## config.mk

```make
export PLATFORM = sky130hd
export DESIGN_NAME = slot_round_ctrl
export DESIGN_NICKNAME = d
export VERILOG_FILES = /design/src/rtl/slot_pkg.sv /design/src/rtl/slot_step_timer.sv /design/src/rtl/slot_round_ctrl.sv
export SDC_FILE = /design/constraint.sdc
export NUM_CORES = 1
export LEC_CHECK = 0
export ABC_AREA = 1
export BUFFER_PORTS_ARGS = -buffer_cell sky130_fd_sc_hd__buf_2
export CAP_MARGIN = 5
export CORE_MARGIN = 5
export CORE_UTILIZATION = 55
export CTS_BUF_LIST = sky130_fd_sc_hd__clkbuf_8
export CTS_CLUSTER_DIAMETER = 150
export DETAILED_ROUTE_END_ITERATION = 7
export GPL_ROUTABILITY_DRIVEN = 0
export PLACE_DENSITY = 0.71
export SETUP_SLACK_MARGIN = 0.15
export SLEW_MARGIN = 30
export SYNTH_ARGS = -nofsm -noshare
export SYNTH_HDL_FRONTEND = slang
export SYNTH_HIERARCHICAL = 1
export SYNTH_SLANG_ARGS = --single-unit
```

## constraint.sdc

```tcl
create_clock -name i_clock -period 5.05 [get_ports i_clock]
set_input_delay 1.2625 -clock i_clock [delete_from_list [all_inputs] [get_ports i_clock]]
set_output_delay 1.2625 -clock i_clock [all_outputs]
set_load 0.02 [all_outputs]
```

## src/rtl/slot_pkg.sv

```systemverilog
// Shared types and constants for the slot-machine round controller.
package slot_pkg;

    typedef enum logic [2:0] {
        StIdle,
        StSpin,
        StHitFlash,
        StMissFlash,
        StWin,
        StOver
    } state_t;

    localparam logic [3:0] LED_IDLE    = 4'b1010;
    localparam logic [3:0] LED_ATTRACT = 4'b0101;
    localparam logic [3:0] LED_ALL     = 4'b1111;
    localparam logic [3:0] LED_OFF     = 4'b0000;

    function automatic logic [3:0] pos_to_onehot(input logic [1:0] pos);
        return 4'b0001 << pos;
    endfunction

    // Faster levels halve the step period, never dropping below one cycle.
    function automatic logic [31:0] step_period(input logic [31:0] base, input logic [1:0] level);
        logic [31:0] w_p;
        w_p = base >> level;
        return (w_p == 32'd0) ? 32'd1 : w_p;
    endfunction

endpackage

```

## src/rtl/slot_step_timer.sv

```systemverilog
// Step timer: emits a one-cycle tick every i_period cycles; i_clear restarts the count.
module slot_step_timer (
    input  logic        i_clk,
    input  logic        i_rst,
    input  logic        i_en,
    input  logic        i_clear,
    input  logic [31:0] i_period,
    output logic        o_tick
);

    logic [31:0] r_cnt;

    assign o_tick = i_en && (r_cnt >= (i_period - 32'd1));

    always_ff @(posedge i_clk or posedge i_rst) begin
        if (i_rst) begin
            r_cnt <= '0;
        end else if (!i_en || i_clear || o_tick) begin
            r_cnt <= '0;
        end else begin
            r_cnt <= r_cnt + 32'd1;
        end
    end

endmodule

```

## src/rtl/slot_round_ctrl.sv

```systemverilog
// Slot-machine round controller: press sync, spinning LED, levels, lives, win/lose.
// Define SLOT_ATTRACT_EN to blink the IDLE pattern 1010/0101 every TICK_BASE cycles.
module slot_round_ctrl
    import slot_pkg::*;
#(
    parameter int unsigned TICK_BASE   = 25_000_000,
    parameter int unsigned LEVELS      = 4,
    parameter int unsigned LIVES_INIT  = 3,
    parameter int unsigned FLASH_TICKS = 8
) (
    input  logic       i_clock,
    input  logic       i_reset,
    input  logic [3:0] i_switches,
    output logic [3:0] o_leds,
    output logic [1:0] o_level,
    output logic [1:0] o_lives,
    output logic       o_win,
    output logic       o_game_over
);

    localparam logic [1:0] LVL_MAX    = 2'(LEVELS - 1);
    localparam logic [1:0] LIVES_RST  = 2'(LIVES_INIT);
    localparam logic [7:0] FLASH_LAST = 8'(FLASH_TICKS - 1);

    logic [3:0]  r_sw_meta;
    logic [3:0]  r_sw_sync;
    logic [3:0]  r_sw_prev;
    logic [3:0]  r_press;
    state_t      r_state;
    logic [1:0]  r_pos;
    logic [3:0]  r_leds;
    logic [1:0]  r_level;
    logic [1:0]  r_lives;
    logic        r_win;
    logic        r_over;
    logic [7:0]  r_flash_cnt;
    logic [3:0]  r_flash_pat;

    logic        w_any_press;
    logic        w_hit;
    logic        w_tick;
    logic        w_timer_en;
    logic        w_transition;
    logic [31:0] w_period;

    always_ff @(posedge i_clock or posedge i_reset) begin
        if (i_reset) begin
            r_sw_meta <= '0;
            r_sw_sync <= '0;
            r_sw_prev <= '0;
            r_press   <= '0;
        end else begin
            r_sw_meta <= i_switches;
            r_sw_sync <= r_sw_meta;
            r_sw_prev <= r_sw_sync;
            r_press   <= r_sw_sync & ~r_sw_prev;
        end
    end

    assign w_any_press = |r_press;
    assign w_hit       = (r_press == r_leds);
    assign w_period    = (r_state == StIdle) ? 32'(TICK_BASE) : step_period(32'(TICK_BASE), r_level);

`ifdef SLOT_ATTRACT_EN
    assign w_timer_en = 1'b1;
`else
    assign w_timer_en = (r_state != StIdle);
`endif

    // Any state change restarts the step timer so each state begins a full period.
    always_comb begin
        w_transition = 1'b0;
        case (r_state)
            StIdle, StSpin, StWin, StOver: w_transition = w_any_press;
            StHitFlash, StMissFlash:       w_transition = w_tick && (r_flash_cnt == FLASH_LAST);
            default:                       w_transition = 1'b0;
        endcase
    end

    slot_step_timer u_timer (
        .i_clk    (i_clock),
        .i_rst    (i_reset),
        .i_en     (w_timer_en),
        .i_clear  (w_transition),
        .i_period (w_period),
        .o_tick   (w_tick)
    );

    always_ff @(posedge i_clock or posedge i_reset) begin
        if (i_reset) begin
            r_state     <= StIdle;
            r_pos       <= 2'd0;
            r_leds      <= LED_IDLE;
            r_level     <= 2'd0;
            r_lives     <= LIVES_RST;
            r_win       <= 1'b0;
            r_over      <= 1'b0;
            r_flash_cnt <= '0;
            r_flash_pat <= LED_OFF;
        end else begin
            case (r_state)
                StIdle: begin
                    if (w_any_press) begin
                        r_state <= StSpin;
                        r_pos   <= 2'd0;
                        r_leds  <= pos_to_onehot(2'd0);
                        r_level <= 2'd0;
                        r_lives <= LIVES_RST;
                    end
`ifdef SLOT_ATTRACT_EN
                    else if (w_tick) begin
                        r_leds <= (r_leds == LED_IDLE) ? LED_ATTRACT : LED_IDLE;
                    end
`endif
                end
                StSpin: begin
                    // A press in a tick cycle is judged on the pre-step LED and the step is dropped.
                    if (w_any_press) begin
                        r_flash_cnt <= '0;
                        if (w_hit) begin
                            r_leds <= LED_ALL;
                            if (r_level == LVL_MAX) begin
                                r_state <= StWin;
                                r_win   <= 1'b1;
                            end else begin
                                r_state <= StHitFlash;
                                r_level <= r_level + 2'd1;
                            end
                        end else begin
                            r_lives <= r_lives - 2'd1;
                            if (r_lives == 2'd1) begin
                                r_state <= StOver;
                                r_over  <= 1'b1;
                                r_leds  <= LED_OFF;
                            end else begin
                                r_state     <= StMissFlash;
                                r_flash_pat <= r_leds;
                            end
                        end
                    end else if (w_tick) begin
                        r_pos  <= r_pos + 2'd1;
                        r_leds <= pos_to_onehot(r_pos + 2'd1);
                    end
                end
                StHitFlash, StMissFlash: begin
                    if (w_tick) begin
                        if (r_flash_cnt == FLASH_LAST) begin
                            r_state <= StSpin;
                            r_pos   <= 2'd0;
                            r_leds  <= pos_to_onehot(2'd0);
                        end else begin
                            r_flash_cnt <= r_flash_cnt + 8'd1;
                            r_leds      <= (r_leds != LED_OFF) ? LED_OFF :
                                           ((r_state == StHitFlash) ? LED_ALL : r_flash_pat);
                        end
                    end
                end
                StWin: begin
                    if (w_any_press) begin
                        r_state <= StIdle;
                        r_win   <= 1'b0;
                        r_leds  <= LED_IDLE;
                    end else if (w_tick) begin
                        r_leds <= ~r_leds;
                    end
                end
                StOver: begin
                    if (w_any_press) begin
                        r_state <= StIdle;
                        r_over  <= 1'b0;
                        r_leds  <= LED_IDLE;
                    end
                end
                default: begin
                    r_state <= StIdle;
                    r_leds  <= LED_IDLE;
                end
            endcase
        end
    end

    assign o_leds      = r_leds;
    assign o_level     = r_level;
    assign o_lives     = r_lives;
    assign o_win       = r_win;
    assign o_game_over = r_over;

endmodule

```

; ---- Word level (Yosys, flattened, before mapping)
; Index checks and enable logic that the tools add are counted.
[totals]
wordCells = 135
reg_bits = 75
out_inout_bits = 10
inputBits = 6
[classes]
addsub = 6
n_mux = 53
eq_ne = 27
n_reduce_logical = 27
order_cmp = 1
bitwise_logic = 5
shift = 2
[op_table]
columns = operator, count
row1 = $mux 32, 3
row2 = $mux 4, 12
row3 = $add 32x1->32 const B, 1
row4 = $ge 32x32->1, 1
row5 = $logic_not 32->1, 1
row6 = $shr 25x2->32 const A, 1
row7 = $sub 32x1->32 const B, 1
row8 = $mux 3, 8
row9 = $mux 8, 3
row10 = $ne 2x2->1 const B, 12
row11 = $mux 2, 11
row12 = $pmux 4 s5, 1
row13 = $reduce_and 5->1, 4
row14 = $pmux 8 s2, 1
row15 = $pmux 3 s4, 1
row16 = $reduce_and 4->1, 3
row17 = $reduce_and 6->1, 2
row18 = $add 8x1->8 const B, 1
row19 = $eq 8x3->1 const B, 1
row20 = $not 4->4, 2
row21 = $pmux 2 s2, 2
row22 = $reduce_bool 2->1, 4
row23 = $reduce_or 4->1, 2
row24 = $mux 1, 7
row25 = other kinds (23), 36

; ---- Depth between registers and ports, before layout
; Gate-level depths: netlist (run 1).
[depth]
depth_word = 12
ltp_mapped = 32
depth_no_buf = 31

; ---- Modules after synthesis
; The synthesis (run 1) kept the hierarchy.
[modules_own_cells]
columns = mod, area_per_inst_um2, instances, cells_per_inst
row1 = slot_step_timer, 3425.8, 1, 494
row2 = slot_round_ctrl, 2362.3, 1, 314

; ---- Worst setup path before layout (run 1)
; No wires, ideal clock.
[synth_path]
kind = reg2reg
startpoint = register r_state[2]
endpoint = register r_flash_cnt[2]
arrival_time_ps = 3348
synth_period_minus_slack_ps = 3468
t_required_ps = 4929
n_path_buf = 2
path_stages_with_launch = 27
setup_slack_ps = 1582
path_cell_list = dfrtp_1 -> inv_2 -> nand2_1 -> buf_2 -> inv_1 -> nor2_1 -> nor2_2 -> nand2_1 -> nor4_2 -> nand2_1 -> xor2_1 -> inv_1 -> ha_1 -> nand2_1 -> nor2_1 -> nand2_1 -> nor2_1 -> nor2_1 -> nand2_1 -> nand2_1 -> a21oi_1 -> inv_1 -> o21ai_2 -> nand2_1 -> buf_4 -> a21oi_1 -> a21oi_1
[synth_via]
elab_cells_between_ends = 16
[synth_rtl]
columns = element, line_no
row1 = "start, declared", slot_round_ctrl.sv:29  ; state_t r_state;
row2 = "start signal, assigned", slot_round_ctrl.sv:91  ; r_state <= StIdle;
row3 = "start signal, assigned", slot_round_ctrl.sv:104  ; r_state <= StSpin;
row4 = "start signal, assigned", slot_round_ctrl.sv:123  ; r_state <= StWin;
row5 = $reduce_bool 3->1, slot_round_ctrl.sv:67  ; assign w_timer_en = (r_state != StIdle);
row6 = via w_timer_en, slot_round_ctrl.sv:42  ; logic w_timer_en;
row7 = $logic_and 1x1->1, slot_step_timer.sv:13  ; assign o_tick = i_en && (r_cnt >= (i_period - 32'd1));
row8 = via w_tick, slot_round_ctrl.sv:41  ; logic w_tick;
row9 = $ne 2x1->1 (no line), n/a
row10 = $reduce_and 4->1 (no line), n/a
row11 = "end signal, assigned", slot_round_ctrl.sv:152  ; r_flash_cnt <= r_flash_cnt + 8'd1;
row12 = "end, declared", slot_round_ctrl.sv:36  ; logic [7:0] r_flash_cnt;
; The timed path passes the listed nets, and every way through them passes these cells.
; A chain may end at the register's enable or synchronous reset.

; ---- Worst setup path in the final report (run 1)
[layout_path]
startpoint = register r_state[1]
endpoint = register r_flash_cnt[2]
[layout_via]
elab_chain_cells = 7
elab_cells_between_ends = 16
[layout_rtl]
columns = element, line_no
row1 = $logic_not 3->1, slot_round_ctrl.sv:62  ; assign w_period = (r_state == StIdle) ? 32'(TICK_BASE) : step_period(32'(TICK_BASE), r_level);
row2 = $mux 32, slot_round_ctrl.sv:62
row3 = via w_period[3], slot_round_ctrl.sv:44  ; logic [31:0] w_period;
row4 = $sub 32x1->32, slot_step_timer.sv:13
row5 = $ge 32x32->1, slot_step_timer.sv:13
row6 = $logic_and 1x1->1, slot_step_timer.sv:13
row7 = via w_tick, slot_round_ctrl.sv:41
row8 = $ne 2x1->1 (no line), n/a
row9 = $reduce_and 4->1 (no line), n/a
; The timed path passes the listed nets, and every way through them passes these cells.

==> results.tsv, run 1 <==
stage	metric	value	unit
status	status	completed	
final_layout	antenna_cells	0	
pwr	power_leakage	3.11	nW
synthesis	synth_top_family_by_area	simple AND/OR/NAND/NOR gates	
floorplan	initial_core_util	56.3	%
pwr	vdd_drop_max	0.000280	V
timing	final_hold_viol_count	0	
synthesis	synth_xor_area_share	8.45	%
global_route	antenna_found_initial	0	
critical_path	rr_worst_depth	23	
worst_hold_path	hp-class	flip-flop to flip-flop	
timing	finalSetupViolations	0	
critical_path	critPathKind	flip-flop to flip-flop	
clock_network	clockBufferDepth	2	
floorplan	die-height	113	um
routing	num_vias	5053	
timing	slew_headroom	63.5	%
floorplan	core.rowCount	37	
clock_network	cts_resized	0	
critical_path	worstPathRequired	5.33	ns
global_route	grt_pass1_wl	22400	um
floorplan	die_w	113	um
synthesis	synthCells	808	
clock_network	cts_root_buf	clkbuf_8	
routing	routedWlPerCell	13.2	um
timing	maxSlewViolCount	0	
clock_network	clkSlewWorstSetupHoldPaths	0.09	ns
run	maxCapViolCount	0	
synthesis	ys_types	38	
synthesis	synth-adder-area-share	10.2	%
timing	skew	0.0188	ns
synthesis	synth_top_area_share	30.7	%
worst_hold_path	whs_path_depth	0	
timing	grt_setup_unrepaired	yes	
global_route	grt_overflow	0	
critical_path	crit_path_end_kind	flip-flop	
synthesis	synth_compound_area_share	5.32	%
global_route	grt.total_usage	21.5	%
floorplan	num_io_pins	16	
synthesis	synth_area_leaders	dfrtp_1 31%, nand2_1 13%, ha_1 10%, nor2_1 8.7%, inv_1 6.7%	
final_layout	syn_to_final_growth	9.36	%
final_layout	final_common_cell	nand2_1	
pwr	powerDensity	343	nW/um^2
clock_network	cts_tree	built	
final_layout	layout_common_cells	203 x nand2_1, 134 x nor2_1, 103 x inv_1	
routing	drt-total-wl	13200	um
routing	detail-route-antenna-nets	0	
floorplan	core_area	10300	sq um
timing	setup_tns	0	ns
global_route	grt_start_max_net_pins	44	
critical_path	arrival	4.62	ns
clock_network	cts_setup_buffers	0	
placement	hpwl	10400	um
clock_network	cts_hold_buf	0	
routing	drt-pass1-iter-count	5	
synthesis	netlist_area	5790	sq um
timing	finalCritPeriodShare	86.0	%
final_layout	seqCellArea	1880	sq um
final_layout	drive_gt1_share	11.6	%
timing	tightestPinTransition	0.547	ns
timing	fmax	0.230	GHz
placement	port_buffers	15	
synthesis	avgSynthCellArea	7.16	sq um
synthesis	yosys_warnings	6	
synthesis	yosysTopAreaCell	dfrtp_1	
routing	vias_per_cell	5.05	
synthesis	synth_mux_area_share	0	%
synthesis	synth_seq_cells	75	
final_layout	nFillCells	935	
synthesis	yosysSeqAreaShare	32.5	%
timing	period_needed	4.34	ns
routing	drc_errors	0	
final_layout	multi_input_area	3560	sq um
clock_network	cts_htree_levels	3	
synthesis	yosys.area_share.simple	35.4	%
clock_network	numCtsBuffers	9	
floorplan	dieArea	12700	sq um
critical_path	start_kind	flip-flop	
clock_network	cts.sinks	75	
global_route	grt_pass1_vias	5024	
routing	drt_iter0_drc	271	
critical_path	crit_path_max_fanout	12	
pwr	total_power	2.17	mW
clock_network	clk_latency	0.36	ns
final_layout	fin_nets	913	
worst paths after layout:
kind | start | to | slack [ns]
max | r_state[1]$_DFFE_PP0P_ | r_flash_cnt[2]$_DFFE_PP0P_ | 0.71
min | r_sw_meta[2]$_DFF_PP0_ | r_sw_sync[2]$_DFF_PP0_ | 0.36
max reg2reg | r_state[1]$_DFFE_PP0P_ | r_flash_cnt[2]$_DFFE_PP0P_ | 0.71
min reg2reg | r_sw_meta[2]$_DFF_PP0_ | r_sw_sync[2]$_DFF_PP0_ | 0.36
max in group asynchronous | i_reset | o_leds[3]$_DFFE_PP1P_ | 3.63
min in group asynchronous | i_reset | u_timer/r_cnt[8]$_DFF_PP0_ | 0.99
synth_stat cells, drive strengths merged:
cell	number
xnor2	17
inv	114
xor2	38
conb	2
a21oi	14
nor3	27
o211ai	1
nor4	1
clkbuf	1
nor2	148
buf	6
dfrtp	71
nand4	16
nor3b	2
a21o	4
dfstp	4
o21bai	1
ha	47
nand3b	1
o22ai	1
nand2	217
o21ai	34
o31ai	1
or2	1
nand3	39
layer usage:
metal | vias up | share of wire [%] | wire (um) | track usage [%]
met5 | - | 0 | 0 | 0
met4 | 0 | 3.8 | 499 | 10.2
met3 | 35 | 3.6 | 479 | 2.96
met2 | 117 | 49 | 6490 | 37.6
met1 | 2285 | 43 | 5700 | 25.9
li1 | 2616 | - | - | -
worst max-delay path: stages (launching register included):
cell and delay [ns]:
dfrtp_1 0.46, nor2_1 0.26, nand2_1 0.30, inv_1 0.23, nor2_1 0.15, nor2_1 0.17, nand2_1 0.13, nor2_1 0.31
xor2_1 0.14, ha_1 0.29, nand2_1 0.06, nor2_1 0.13, nand2_1 0.07, nor2_1 0.09, nor2_1 0.05, nand2_1 0.06
nand2_1 0.09, a21oi_1 0.27, inv_1 0.12, o21ai_2 0.21, nand2_1 0.29, inv_1 0.19, nand2_1 0.07, a21oi_1 0.13
flip-flops by register name, summed over array words and instances, names as in the netlist:
signal         count
o_win              1
r_press            4
o_game_over        1
r_flash_pat        4
r_pos              2
o_leds             4
u_timer/r_cnt     32
o_level            2
r_sw_prev          4
o_lives            2
r_sw_meta          4
r_sw_sync          4
r_state            3
r_flash_cnt        8
stage by stage:
stage	std cells	utilization [%]	worst slack, ns	hold WS, ns	area (sq um)
after floorplan	838	-	1.58	0.331	5900
after global placement	985	59.6	0.928	0.335	6130
after detailed placement	985	59.6	0.642	0.336	6130
after CTS	1001	61.5	0.612	0.360	6320
after global routing	1001	61.6	0.135	0.374	6330
final	1001	61.6	0.708	0.356	6330
logic make-up (layout without fill, tap and decap cells):
group	after synthesis	count (layout)
XOR/XNOR	55	55
AO/OA/AOI/OAI	56	56
buffers and inverters	121	148
flip-flops	75	75
AND/OR/NAND/NOR	452	452
other	2	32
adder cells (fa/ha/maj)	47	47
area by class of cell:
type,count,share of cell area (%)
Multi-Input combinational cell,642,56.2
Sequential cell,75,29.7
Inverter,114,6.76
Tap cell,136,2.69
Clock buffer,10,2.17
Timing Repair Buffer,18,1.54
Clock inverter,6,0.870
power breakdown:
group	switching, mW	internal, mW
Sequential	0.122	0.708
Clock	0.257	0.202
Combinational	0.590	0.290
Note: power is estimated with default switching activity, not from simulation.
==> run 2, diff against run 1 <==
- CTS_CLUSTER_SIZE: not set -> 25
- PLACE_DENSITY: 0.71 -> 0.76
==> run 2 against run 1 <==
Compared with the run above:
- worst hold slack gained 0.0014 ns
- final area increased by 0.36%
- clock-buffer cell count is 1 lower
- setup slack better by 0.030 ns
- clock power is 14% higher
==> results.tsv, run 2 (same netlist as run 1, synthesis figures left out) <==
stage	metric	value	unit	change
timing	worst_slack	0.738	ns	+0.0299 ns
floorplan	die-height	113	um	unchanged
timing	setup_tns	0	ns	unchanged
floorplan	num_io_pins	16		unchanged
clock_network	clkSlewWorstSetupHoldPaths	0.08	ns	about the same
final_layout	largest_reg_flops	32		unchanged
worst_hold_path	hp-class	flip-flop to flip-flop		
timing	tightestPinTransition	0.733	ns	+0.186 ns
final_layout	final_area	6350	sq um	+0.36%
floorplan	core_area	10300	sq um	unchanged
timing	maxSlewViolCount	0		unchanged
clock_network	cts_tree	built		
global_route	grt_pass1_vias	5114		+1.8%
final_layout	largest_registers	u_timer/r_cnt x32, r_flash_cnt x8		
critical_path	crit_chain	nor2_1, nand2_1, inv_1, nor2_1, nor2_1, nand2_1, nor2_1, xor2_1, ha_1, nand2_1, nor2_1, nand2_1, nor2_1, nor2_1, nand2_1, nand2_1, a21oi_1, inv_1, o21ai_2, nand2_1, inv_1, nand2_1, nand2_1, nor2_1		
critical_path	cpMostUsedCell	nand2_1		
run	maxCapViolCount	0		unchanged
pwr	vdd_drop_max	0.000321	V	+15%
timing	slew_headroom	51.0	%	-12 points
placement	placed_cell_area	6120	sq um	-0.12%
placement	hpwl	10600	um	+2.2%
floorplan	die_w	113	um	unchanged
routing	drc_errors	0		unchanged
final_layout	final_common_cell	nand2_1		
final_layout	syn_to_final_growth	9.75	%	
floorplan	core.rowCount	37		unchanged
final_layout	regMostFlops	u_timer/r_cnt		
global_route	grt.total_usage	21.9	%	+0.43 points
critical_path	crit_path_end_kind	flip-flop		
timing	finalCritPeriodShare	85.4	%	-0.59 points
routing	num_vias	5125		+1.4%
clock_network	numCtsBuffers	9		unchanged
timing	final_hold_viol_count	0		unchanged
critical_path	crit_path_max_fanout	12		unchanged
timing	finalSetupViolations	0		unchanged
clock_network	cts_htree_levels	3		unchanged
routing	detail-route-antenna-nets	0		unchanged
final_layout	fin_nets	912		-0.11%
critical_path	slowest_stage	dfrtp_1		
floorplan	dieArea	12700	sq um	unchanged
final_layout	nFillCells	928		-0.75%
placement	dp_slack	0.670	ns	+0.0283 ns
global_route	grt_pass1_wl	23000	um	+2.6%
critical_path	worstPathRequired	5.29	ns	-0.04 ns
timing	fmax	0.232	GHz	+0.69%
critical_path	start_kind	flip-flop		
final_layout	antenna_cells	0		unchanged
global_route	grt_start_max_net_pins	33		-25%
pwr	total_power	2.23	mW	+2.7%
final_layout	seqCellArea	1880	sq um	unchanged
routing	routedWlPerCell	13.1	um	-0.24%
clock_network	cts_resized	0		unchanged
routing	drt-pass1-iter-count	5		unchanged
timing	grt_setup_unrepaired	no		
placement	port_buffers	15		unchanged
critical_path	arrival	4.55	ns	-0.07 ns
clock_network	cts_hold_buf	0		unchanged
global_route	grt_overflow	0		unchanged
critical_path	cp_top_family	simple AND/OR/NAND/NOR gates		
clock_network	cts.sinks	75		unchanged
clock_network	cts_setup_buffers	0		unchanged
routing	drt_iter0_drc	282		+4.1%
global_route	antenna_found_initial	0		unchanged
final_layout	layout_common_cells	203 x nand2_1, 134 x nor2_1, 104 x inv_1		
critical_path	critical_path_buf_inv_count	3		unchanged
clock_network	clk_latency	0.35	ns	about the same
timing	skew	0.0167	ns	-0.00212 ns
status	status	completed		
pwr	power_leakage	3.13	nW	+0.66%
final_layout	multi_input_area	3560	sq um	unchanged
final_layout	drive_gt1_share	11.5	%	-0.10 points
timing	period_needed	4.31	ns	-0.0299 ns
critical_path	critPathMaxStageDelay	0.46	ns	about the same
clock_network	clockBufferDepth	2		unchanged
pwr	powerDensity	351	nW/um^2	+2.4%
critical_path	critPathKind	flip-flop to flip-flop		
clock_network	cts_root_buf	clkbuf_8		
routing	vias_per_cell	5.13		+1.5%
floorplan	initial_core_util	56.3	%	unchanged
routing	drt-total-wl	13100	um	-0.34%
## run 2: final cells by class
| type | instances | area share [%] |
|---|---|---|
| clock buffer | 9 | 1.95 |
| clock inverter | 7 | 1.56 |
| inverter | 114 | 6.74 |
| multi-input combinational | 642 | 56.0 |
| sequential | 75 | 29.6 |
| tap | 136 | 2.68 |
| timing repair buffer | 17 | 1.42 |
## run 2: worst reg2reg max path: stages, from the launching register on
cell and delay, ns:
dfrtp_1 0.46, nor2_1 0.25, nand2_1 0.28, inv_1 0.21
nor2_1 0.15, nor2_1 0.17, nand2_1 0.14, nor2_1 0.31
xor2_1 0.13, ha_1 0.29, nand2_1 0.06, nor2_1 0.15
nand2_1 0.08, nor2_1 0.09, nor2_1 0.05, nand2_1 0.06
nand2_1 0.10, a21oi_1 0.28, inv_1 0.12, o21ai_2 0.20
nand2_1 0.28, inv_1 0.18, nand2_1 0.07, nand2_1 0.06
nor2_1 0.05
## run 2: final timing paths
check / startpoint / endpoint / slack (ns) / cells past startpoint
setup / recovery: r_state[1]$_DFFE_PP0P_ / r_flash_cnt[3]$_DFFE_PP0P_ / 0.74 / 24
setup reg to reg: r_state[1]$_DFFE_PP0P_ / r_flash_cnt[3]$_DFFE_PP0P_ / 0.74 / 24
max in group asynchronous: i_reset / o_leds[3]$_DFFE_PP1P_ / 3.16 / 3
hold reg to reg: r_sw_meta[0]$_DFF_PP0_ / r_sw_sync[0]$_DFF_PP0_ / 0.36 / 0
hold / removal: r_sw_meta[0]$_DFF_PP0_ / r_sw_sync[0]$_DFF_PP0_ / 0.36 / 0
min in group asynchronous: i_reset / u_timer/r_cnt[9]$_DFF_PP0_ / 1.01 / 3
## run 2: through the flow
| step | util [%] | std cells | hold WS (ns) |
|---|---|---|---|
| 3_3_place_gp | 59.6 | 984 | 0.332 |
| 2_1_floorplan | - | 838 | 0.331 |
| 4_1_cts | 61.7 | 1000 | 0.360 |
| 3_5_place_dp | 59.6 | 984 | 0.338 |
| 5_1_grt | 61.8 | 1000 | 0.375 |
| 6_report | 61.8 | 1000 | 0.357 |
## run 2: power breakdown
group	total, mW	leakage [nW]	switching (mW)	internal [mW]
Clock	0.525	0.115	0.243	0.283
Sequential	0.825	0.970	0.117	0.708
Combinational	0.877	2.05	0.593	0.284
Total	2.23	3.13	0.952	1.27
## run 2: routing by layer
metal | GRT usage, % | routed length [um]
met5 | 0 | 0
met4 | 8.49 | 381
met3 | 3.72 | 514
met2 | 39.3 | 6640
met1 | 26.1 | 5590
==> run 3, diff against run 2 <==
- BUFFER_PORTS_ARGS: -buffer_cell sky130_fd_sc_hd__buf_2 -> -buffer_cell sky130_fd_sc_hd__buf_4
==> run 3 against run 2 <==
Compared with the run above:
- register-to-register slack got worse by 0.07 ns
- clock-buffer cell count rose by 1
- via count up 1.7%
- first-iteration DRC count shrank 15%
- sequential power up 1%
- final cell count stayed put
- critical path type unchanged
==> results.tsv, run 3 (same netlist as run 1, synthesis figures left out) <==
stage	metric	value	unit	change
worst_hold_path	hp-class	flip-flop to flip-flop		
timing	maxSlewViolCount	0		unchanged
timing	final_hold_viol_count	0		unchanged
floorplan	core.rowCount	37		unchanged
timing	finalCritPeriodShare	86.8	%	+1.4 points
worst_hold_path	hold_start	r_sw_meta[1]$_DFF_PP0_		
final_layout	final_area	6390	sq um	+0.63%
final_layout	largest_reg_flops	32		unchanged
clock_network	cts_tree	built		
global_route	grt_overflow	0		unchanged
routing	num_vias	5213		+1.7%
placement	hpwl	10500	um	-1.2%
floorplan	dieArea	12700	sq um	unchanged
routing	drt_iter0_drc	239		-15%
critical_path	arrival	4.64	ns	+0.09 ns
critical_path	critPathKind	flip-flop to flip-flop		
final_layout	antenna_cells	0		unchanged
critical_path	crit_path_max_fanout	12		unchanged
status	status	completed		
routing	routedWlPerCell	13.3	um	+1.3%
timing	skew	0.0110	ns	-0.00567 ns
pwr	vdd_drop_max	0.000268	V	-16%
critical_path	r2r-start	r_state[0]$_DFFE_PP0P_		
pwr	total_power	2.25	mW	+1.2%
run	maxCapViolCount	0		unchanged
global_route	grt_start_max_net_pins	33		unchanged
routing	drt-pass1-iter-count	5		unchanged
timing	hold_ws	0.352	ns	-0.00549 ns
floorplan	initial_core_util	56.3	%	unchanged
routing	drt-total-wl	13300	um	+1.3%
critical_path	startpoint	r_state[0]$_DFFE_PP0P_		
critical_path	crit_path_end_kind	flip-flop		
final_layout	syn_to_final_growth	10.4	%	
routing	detail-route-antenna-nets	0		unchanged
clock_network	cts_root_buf	clkbuf_8		
timing	grt_setup_unrepaired	yes		
floorplan	core_area	10300	sq um	unchanged
final_layout	largest_registers	u_timer/r_cnt x32, r_flash_cnt x8		
pwr	powerDensity	353	nW/um^2	+0.54%
clock_network	numCtsBuffers	9		unchanged
clock_network	cts.sinks	75		unchanged
final_layout	layout_common_cells	203 x nand2_1, 134 x nor2_1, 105 x inv_1		
clock_network	cts_hold_buf	0		unchanged
timing	finalSetupViolations	0		unchanged
clock_network	clockBufferDepth	2		unchanged
clock_network	clkSlewWorstSetupHoldPaths	0.09	ns	about the same
clock_network	cts_resized	0		unchanged
timing	period_needed	4.38	ns	+0.0726 ns
clock_network	cts_setup_buffers	0		unchanged
floorplan	die-height	113	um	unchanged
pwr	power_leakage	3.14	nW	about the same
floorplan	num_io_pins	16		unchanged
timing	fmax	0.228	GHz	-1.7%
global_route	grt_pass1_wl	22900	um	-0.54%
critical_path	start_kind	flip-flop		
final_layout	regMostFlops	u_timer/r_cnt		
floorplan	die_w	113	um	unchanged
global_route	antenna_found_initial	0		unchanged
global_route	grt_pass1_vias	5137		+0.45%
routing	vias_per_cell	5.21		+1.7%
critical_path	worstPathRequired	5.30	ns	about the same
final_layout	final_common_cell	nand2_1		
timing	tightestPinTransition	0.756	ns	+0.0223 ns
final_layout	fin_nets	912		unchanged
global_route	grt.total_usage	21.7	%	-0.21 points
placement	port_buffers	15		unchanged
clock_network	cts_htree_levels	3		unchanged
clock_network	clk_latency	0.36	ns	about the same
routing	drc_errors	0		unchanged
timing	setup_tns	0	ns	unchanged
final_layout	drive_gt1_share	11.3	%	-0.12 points
placement	placed_cell_area	6160	sq um	+0.61%
timing	slew_headroom	49.6	%	-1.5 points
[run 3: cell count changes in the layout (fill, tap and decap cells not counted), sizes merged]
cell	change
clkinvlp	+2
clkinv	-3
clkbuf	+1
[run 3: layer usage]
metal | up-vias | track usage (%) | wire length, um
met5 | - | 0 | 0
met4 | 0 | 8.57 | 412
met3 | 35 | 3.45 | 554
met2 | 147 | 38.9 | 6780
met1 | 2425 | 25.9 | 5550
li1 | 2606 | - | -
[run 3: per-stage QoR]
stage                     worst slack (ns)  instances  utilization [%]
after global routing                 0.151       1000             62.2
after floorplan                       1.58        838                -
after detailed placement             0.636        984             59.9
after global placement               0.951        984             59.9
after CTS                            0.595       1000             62.1
final                                0.665       1000             62.2
[run 3: final timing paths]
path / end / slack, ns / cells past startpoint
hold / removal: r_sw_sync[1]$_DFF_PP0_ / 0.35 / 0
hold reg to reg: r_sw_sync[1]$_DFF_PP0_ / 0.35 / 0
max in group asynchronous: o_leds[1]$_DFFE_PP1P_ / 3.16 / 3
setup reg to reg: r_flash_cnt[3]$_DFFE_PP0P_ / 0.67 / 24
min in group asynchronous: u_timer/r_cnt[12]$_DFF_PP0_ / 1.00 / 3
setup / recovery: r_flash_cnt[3]$_DFFE_PP0P_ / 0.67 / 24
[run 3: critical path, stage by stage (launching register included)]
cell     delay [ns]
dfrtp_1        0.45
nor2_1         0.25
nand2_1        0.31
inv_1          0.23
nor2_1         0.15
nor2_1         0.17
nand2_1        0.15
nor2_1         0.31
xor2_1         0.13
ha_1           0.29
nand2_1        0.06
nor2_1         0.16
nand2_1        0.08
nor2_1         0.08
nor2_1         0.05
nand2_1        0.06
nand2_1        0.09
a21oi_1        0.28
inv_1          0.12
o21ai_2        0.21
nand2_1        0.28
inv_1          0.19
nand2_1        0.06
nand2_1        0.06
nor2_1         0.05
[run 3: cell type report]
| class | count | area (sq um) |
|---|---|---|
| clock buffer | 10 | 138 |
| tap | 136 | 170 |
| clock inverter | 6 | 87.6 |
| timing repair buffer | 17 | 128 |
| fill | 897 | 3880 |
| inverter | 114 | 428 |
| multi-input combinational | 642 | 3560 |
| sequential | 75 | 1880 |
[run 3: where the power goes]
group	total [mW]	internal, mW	switching [mW]	leakage (nW)
combinational	0.888	0.301	0.586	2.06
sequential	0.834	0.708	0.126	0.970
clock	0.532	0.292	0.240	0.110
total	2.25	1.30	0.952	3.14
